### src/rtl/tc_timer_if.sv
// tc_timer_if: register-bus port bundle between the system bridge and tc_timer.
interface tc_timer_if;
  localparam int unsigned AW = 2;
  localparam int unsigned DW = 32;

  logic [AW-1:0] addr;
  logic          we;
  logic [DW-1:0] din;
  logic [DW-1:0] dout;
  logic          irq;

  modport master (output addr, we, din, input dout, irq);
  modport slave  (input addr, we, din, output dout, irq);
endinterface

### src/rtl/tc_timer.sv
// tc_timer: memory-mapped countdown timer (CTRL/PRESET/COUNT) with interrupt.
// Optional feature macro: TC_TIMER_AUTORELOAD_EN (stores CTRL.Mode, enables
// Mode 01 auto-reload). Without it every mode is one-shot.
module tc_timer (
  input  logic       clk,
  input  logic       reset,
  tc_timer_if.slave  bus
);
  localparam int unsigned DW = 32;

  localparam logic [1:0] A_CTRL   = 2'd0;
  localparam logic [1:0] A_PRESET = 2'd1;
  localparam logic [1:0] A_COUNT  = 2'd2;

  typedef enum logic [1:0] {
    S_IDLE = 2'd0,
    S_LOAD = 2'd1,
    S_CNT  = 2'd2,
    S_INT  = 2'd3
  } state_t;

  state_t        r_state;
  state_t        w_state_nxt;

  logic          r_en;
  logic          r_im;
  logic [1:0]    w_mode;
  logic [DW-1:0] r_preset;
  logic [DW-1:0] r_count;
  logic          r_irq_flag;

  logic          w_wr_ctrl;
  logic          w_wr_preset;
  logic          w_autoreload;

  logic          w_load;
  logic          w_dec;
  logic          w_to_zero;
  logic          w_set_flag;
  logic          w_clr_en;
  logic          w_clr_flag_ar;

  assign w_wr_ctrl   = bus.we && (bus.addr == A_CTRL);
  assign w_wr_preset = bus.we && (bus.addr == A_PRESET);

`ifdef TC_TIMER_AUTORELOAD_EN
  logic [1:0] r_mode;

  // Mode field storage (only present with auto-reload support)
  always_ff @(posedge clk) begin
    if (reset) begin
      r_mode <= 2'b00;
    end else if (w_wr_ctrl) begin
      r_mode <= bus.din[2:1];
    end
  end

  assign w_mode       = r_mode;
  assign w_autoreload = (r_mode == 2'b01);
`else
  assign w_mode       = 2'b00;
  assign w_autoreload = 1'b0;
`endif

  // FSM state register
  always_ff @(posedge clk) begin
    if (reset) begin
      r_state <= S_IDLE;
    end else begin
      r_state <= w_state_nxt;
    end
  end

  // FSM next-state logic
  always_comb begin
    w_state_nxt = r_state;
    case (r_state)
      S_IDLE: if (r_en) w_state_nxt = S_LOAD;
      S_LOAD: w_state_nxt = S_CNT;
      S_CNT: begin
        if (!r_en) begin
          w_state_nxt = S_IDLE;
        end else if (r_count <= DW'(1)) begin
          w_state_nxt = S_INT;
        end
      end
      S_INT: begin
`ifdef TC_TIMER_AUTORELOAD_EN
        w_state_nxt = w_autoreload ? S_LOAD : S_IDLE;
`else
        w_state_nxt = S_IDLE;
`endif
      end
      default: w_state_nxt = S_IDLE;
    endcase
  end

  // FSM datapath controls decoded from the current state
  always_comb begin
    w_load        = 1'b0;
    w_dec         = 1'b0;
    w_to_zero     = 1'b0;
    w_set_flag    = 1'b0;
    w_clr_en      = 1'b0;
    w_clr_flag_ar = 1'b0;
    case (r_state)
      S_LOAD: begin
        w_load        = 1'b1;
        w_clr_flag_ar = w_autoreload;
      end
      S_CNT: begin
        if (r_en) begin
          if (r_count <= DW'(1)) begin
            w_to_zero = 1'b1;
          end else begin
            w_dec = 1'b1;
          end
        end
      end
      S_INT: begin
        w_set_flag = 1'b1;
        w_clr_en   = !w_autoreload;
      end
      default: ;
    endcase
  end

  // Register file and counter; a CPU CTRL write overrides FSM side effects
  always_ff @(posedge clk) begin
    if (reset) begin
      r_en       <= 1'b0;
      r_im       <= 1'b0;
      r_preset   <= '0;
      r_count    <= '0;
      r_irq_flag <= 1'b0;
    end else begin
      if (w_load) begin
        r_count <= r_preset;
      end else if (w_to_zero) begin
        r_count <= '0;
      end else if (w_dec) begin
        r_count <= r_count - DW'(1);
      end

      if (w_wr_ctrl) begin
        r_en <= bus.din[0];
        r_im <= bus.din[3];
      end else if (w_clr_en) begin
        r_en <= 1'b0;
      end

      if (w_wr_ctrl) begin
        r_irq_flag <= 1'b0;
      end else if (w_set_flag) begin
        r_irq_flag <= 1'b1;
      end else if (w_clr_flag_ar) begin
        r_irq_flag <= 1'b0;
      end

      if (w_wr_preset) begin
        r_preset <= bus.din;
      end
    end
  end

  // Zero-latency read mux
  always_comb begin
    bus.dout = '0;
    case (bus.addr)
      A_CTRL:   bus.dout = {28'd0, r_im, w_mode, r_en};
      A_PRESET: bus.dout = r_preset;
      A_COUNT:  bus.dout = r_count;
      default:  bus.dout = '0;
    endcase
  end

  assign bus.irq = r_irq_flag & r_im;

endmodule

### src/flat_wrapper.sv
// flat-port wrapper written by rule: the top's interface ports become plain ports
module tc_timer_flat 
  (clk, reset, bus_addr, bus_we, bus_din, bus_dout, bus_irq);
  tc_timer_if bus_i ();
  input  logic clk;
  input  logic reset;
  input wire logic [$bits(bus_i.addr)-1:0] bus_addr;
  input wire logic [$bits(bus_i.we)-1:0] bus_we;
  input wire logic [$bits(bus_i.din)-1:0] bus_din;
  output wire logic [$bits(bus_i.dout)-1:0] bus_dout;
  output wire logic [$bits(bus_i.irq)-1:0] bus_irq;
  assign bus_i.addr = bus_addr;
  assign bus_i.we = bus_we;
  assign bus_i.din = bus_din;
  assign bus_dout = bus_i.dout;
  assign bus_irq = bus_i.irq;
  tc_timer u_core (.clk(clk), .reset(reset), .bus(bus_i));
endmodule
### config.mk
export PLATFORM = sky130hd
export DESIGN_NAME = tc_timer_flat
export DESIGN_NICKNAME = d
export VERILOG_FILES = /design/src/rtl/tc_timer_if.sv /design/src/rtl/tc_timer.sv /design/src/flat_wrapper.sv
export SDC_FILE = /design/constraint.sdc
export NUM_CORES = 1
export LEC_CHECK = 0
export CORE_MARGIN = 2
export CORE_UTILIZATION = 30
export DETAILED_ROUTE_END_ITERATION = 8
export PLACE_DENSITY = 0.51
export SLEW_MARGIN = 40
export SYNTH_ARGS = -nofsm -noshare
export SYNTH_HDL_FRONTEND = slang
export SYNTH_SLANG_ARGS = --single-unit
### constraint.sdc
create_clock -name clk -period 2.9 [get_ports clk]
set_input_delay 0.435 -clock clk [delete_from_list [all_inputs] [get_ports clk]]
set_output_delay 0.435 -clock clk [all_outputs]
set_load 0.01 [all_outputs]
==> flow_summary.json <==
{
  "run_status": "complete, no violations",
  "num_io_pins": 70,
  "whs_path_depth": 2,
  "gr-usage-all-layers_pct": 17.7,
  "nets": 560,
  "fin_ws_ns": 0.266,
  "place_hpwl_mm": 7.30,
  "report.final.slew_viol_count": 0,
  "setup_viol": 0,
  "final.setup.tns_ns": 0,
  "final_cells": 668,
  "timing.hold.ws_ns": 0.471,
  "grt_pass1_vias": 3511,
  "yosys.area.top_type_share_pct": 38.5,
  "rsz0062_at_grt": "false",
  "netlist_area_mm2": 0.00358,
  "crit_path_max_fanout": 6,
  "min_path_type": "flip-flop to flip-flop",
  "ys.warnings.count": 0,
  "avgRoutedWirePerCell_um": 16.4,
  "multi_input_area_mm2": 0.00205,
  "power_per_cell_area_mw_per_mm2": 467,
  "antenna_found_initial": 0,
  "reg2reg_to": "u_core.r_count[31]",
  "syn_area_per_cell_um2": 7.77,
  "r2r_start": "u_core.r_count[17]",
  "insertedDiodeCount": 0,
  "placementRows": 39,
  "cts_tree": "built",
  "crit_type": "flip-flop to flip-flop",
  "maxCapViolations": 0,
  "max_clock_freq_mhz": 380,
  "post-route-period-util_pct": 90.8,
  "vias": 3517,
  "maxSlewHeadroom_pct": 62.8,
  "gp_congestion": 0.813,
  "routed_wl_mm": 11.0,
  "drc": 0,
  "endpoint": "u_core.r_count[31]",
  "coreArea_mm2": 0.0115,
  "ys.flop_type": "dfxtp_1",
  "path_cells": "or4_4 > or4_4 > or4_1 > or3_1 > o31a_1 > o21ai_2",
  "leakage_nw": 1.82,
  "clk_latency_ns": 0.33,
  "port-buffer-count": 69,
  "synthCells": 461,
  "holdBufCountCts": 0,
  "ir_drop_mv": 0.184,
  "drive_gt1_share_pct": 7.81,
  "die_h_um": 113,
  "numCtsBuffers": 9,
  "regArea_mm2": 0.00138,
  "worst_slew_pin_slew_ns": 0.558,
  "synthArstFlopShare_pct": 0,
  "rrSetupSlack_ns": 0.27,
  "cp_data_arrival_time_ns": 2.90,
  "cts_buffer_depth": 2,
  "cpPeakStageDelay_ns": 0.55,
  "endpoint_kind": "flip-flop",
  "grt_max_degree": 35,
  "overflow": 0,
  "hold_violations": 0,
  "ys_types": 46,
  "drt-pass1-iter-count": 4,
  "ant_nets": 0,
  "final_common_cell": "nand2_1",
  "clockRootBuffer": "clkbuf_16",
  "yosysSeqAreaShare_pct": 38.5,
  "startpoint": "u_core.r_count[17]",
  "path_clk_slew_ns": 0.05,
  "post_cts_resized": 0,
  "htree_levels": 3,
  "finalCriticalPeriod_ns": 2.63,
  "layout_common_cells": "nand2_1, dfxtp_1, clkdlybuf4s50_1",
  "slowest_stage": "or4_4",
  "syn2layout_area_growth_pct": 32.6,
  "synth_area_leaders": "dfxtp_1, nand2_1, a21oi_1",
  "start_util_pct": 31.1,
  "dp_cells": 653,
  "yosys.area.top_type": "dfxtp_1",
  "critical_path.startpoint_type": "flip-flop",
  "crit_top_cell": "or4_4",
  "dr.first_iter.drc_count": 169,
  "die_w_um": 113,
  "required_ns": 3.17,
  "viasPerCell": 5.26,
  "cts_sinks": 69,
  "worst_r2r_path_depth": 6,
  "clock-skew-final_ns": 0.00597,
  "die-area_mm2": 0.0128,
  "synth_nets": 500,
  "synth_edf_count": 0,
  "postCtsSetupBuffers": 0,
  "grt_pass1_wl_mm": 18.1,
  "pre_cts_slack_ns": 0.265,
  "ys_ff_latch": 69,
  "fillCellCount": 1198
}
-- layer usage --
layer,up-vias,wire length [µm],GRT usage (%)
met1,1642,5580,24.7
met3,9,438,3.70
met2,76,4810,27.1
met4,0,121,6.10
met5,-,0,0
li1,1790,-,-
-- flip-flops by register name, indices dropped and copies added (netlist names) --
| signal | cells |
|---|---|
| u_core.r_irq_flag | 1 |
| u_core.r_im | 1 |
| u_core.r_count | 32 |
| u_core.r_preset | 32 |
| u_core.r_state | 2 |
| u_core.r_en | 1 |
-- worst min path at each step --
stage | from | to | slack (ns)
6_report | u_core.r_preset[30] | u_core.r_preset[30] | 0.47
2_1_floorplan | u_core.r_preset[13] | u_core.r_preset[13] | 0.45
4_1_cts | u_core.r_preset[4] | u_core.r_preset[4] | 0.47
5_1_grt | u_core.r_preset[8] | u_core.r_preset[8] | 0.49
3_3_place_gp | u_core.r_preset[4] | u_core.r_preset[4] | 0.46
3_5_place_dp | u_core.r_preset[30] | u_core.r_preset[30] | 0.46
-- power by group --
group	total, mW	switching [mW]	internal [mW]
Sequential	0.982	0.0160	0.966
Clock	1.04	0.393	0.643
Combinational	0.198	0.0989	0.0995
Total	2.22	0.508	1.71
-- area by class of cell --
| cell class | instances | share of cell area (%) |
|---|---|---|
| multi-input cells | 351 | 43.2 |
| repair buffers | 87 | 17.8 |
| clock buffers | 14 | 5.77 |
| inverters | 3 | 0.237 |
| clock inverters | 1 | 0.105 |
| flip-flops and latches | 69 | 29.1 |
| well taps | 143 | 3.77 |
-- worst max-delay path, delay by kind of cell (launching register included) --
kind	cells	cell delay, ns
simple gates	4	1.86
compound gates	2	0.35
flops	1	0.35
-- per-stage QoR --
step	util (%)	total power, mW	instance area [µm²]
after floorplan	-	1.10	3580
after global placement	38.8	1.20	4470
after detailed placement	38.8	1.20	4470
after CTS	41.3	2.24	4750
after global routing	41.3	2.31	4750
final	41.3	2.22	4750
-- logic make-up (layout without fill, tap and decap cells) --
logic type	after synthesis	in the layout	synth area share, %
muxes	3	3	0.838
adders and majority gates	2	2	0.698
buffers and inverters	41	105	4.33
xor gates and xnor gates	19	19	4.64
DFF	69	69	38.5
and+or+nand+nor	190	190	26.2
AOI/OAI and AO/OA	137	137	24.7
-- Yosys cell counts (4+ instances only) --
master / n
nand2_1: 90
dfxtp_1: 69
a21oi_1: 61
clkbuf_1: 36
a22o_1: 30
and3_1: 20
nor2_1: 17
o22ai_1: 17
nand3_1: 11
xnor2_1: 11
a31oi_1: 8
nor3_1: 8
xor2_1: 8
nor4_1: 7
a22oi_1: 5
nand2b_1: 5
or4_1: 5
nand3b_1: 4
o21ai_0: 4
or3_1: 4
Power figures use the tool's default switching activity.
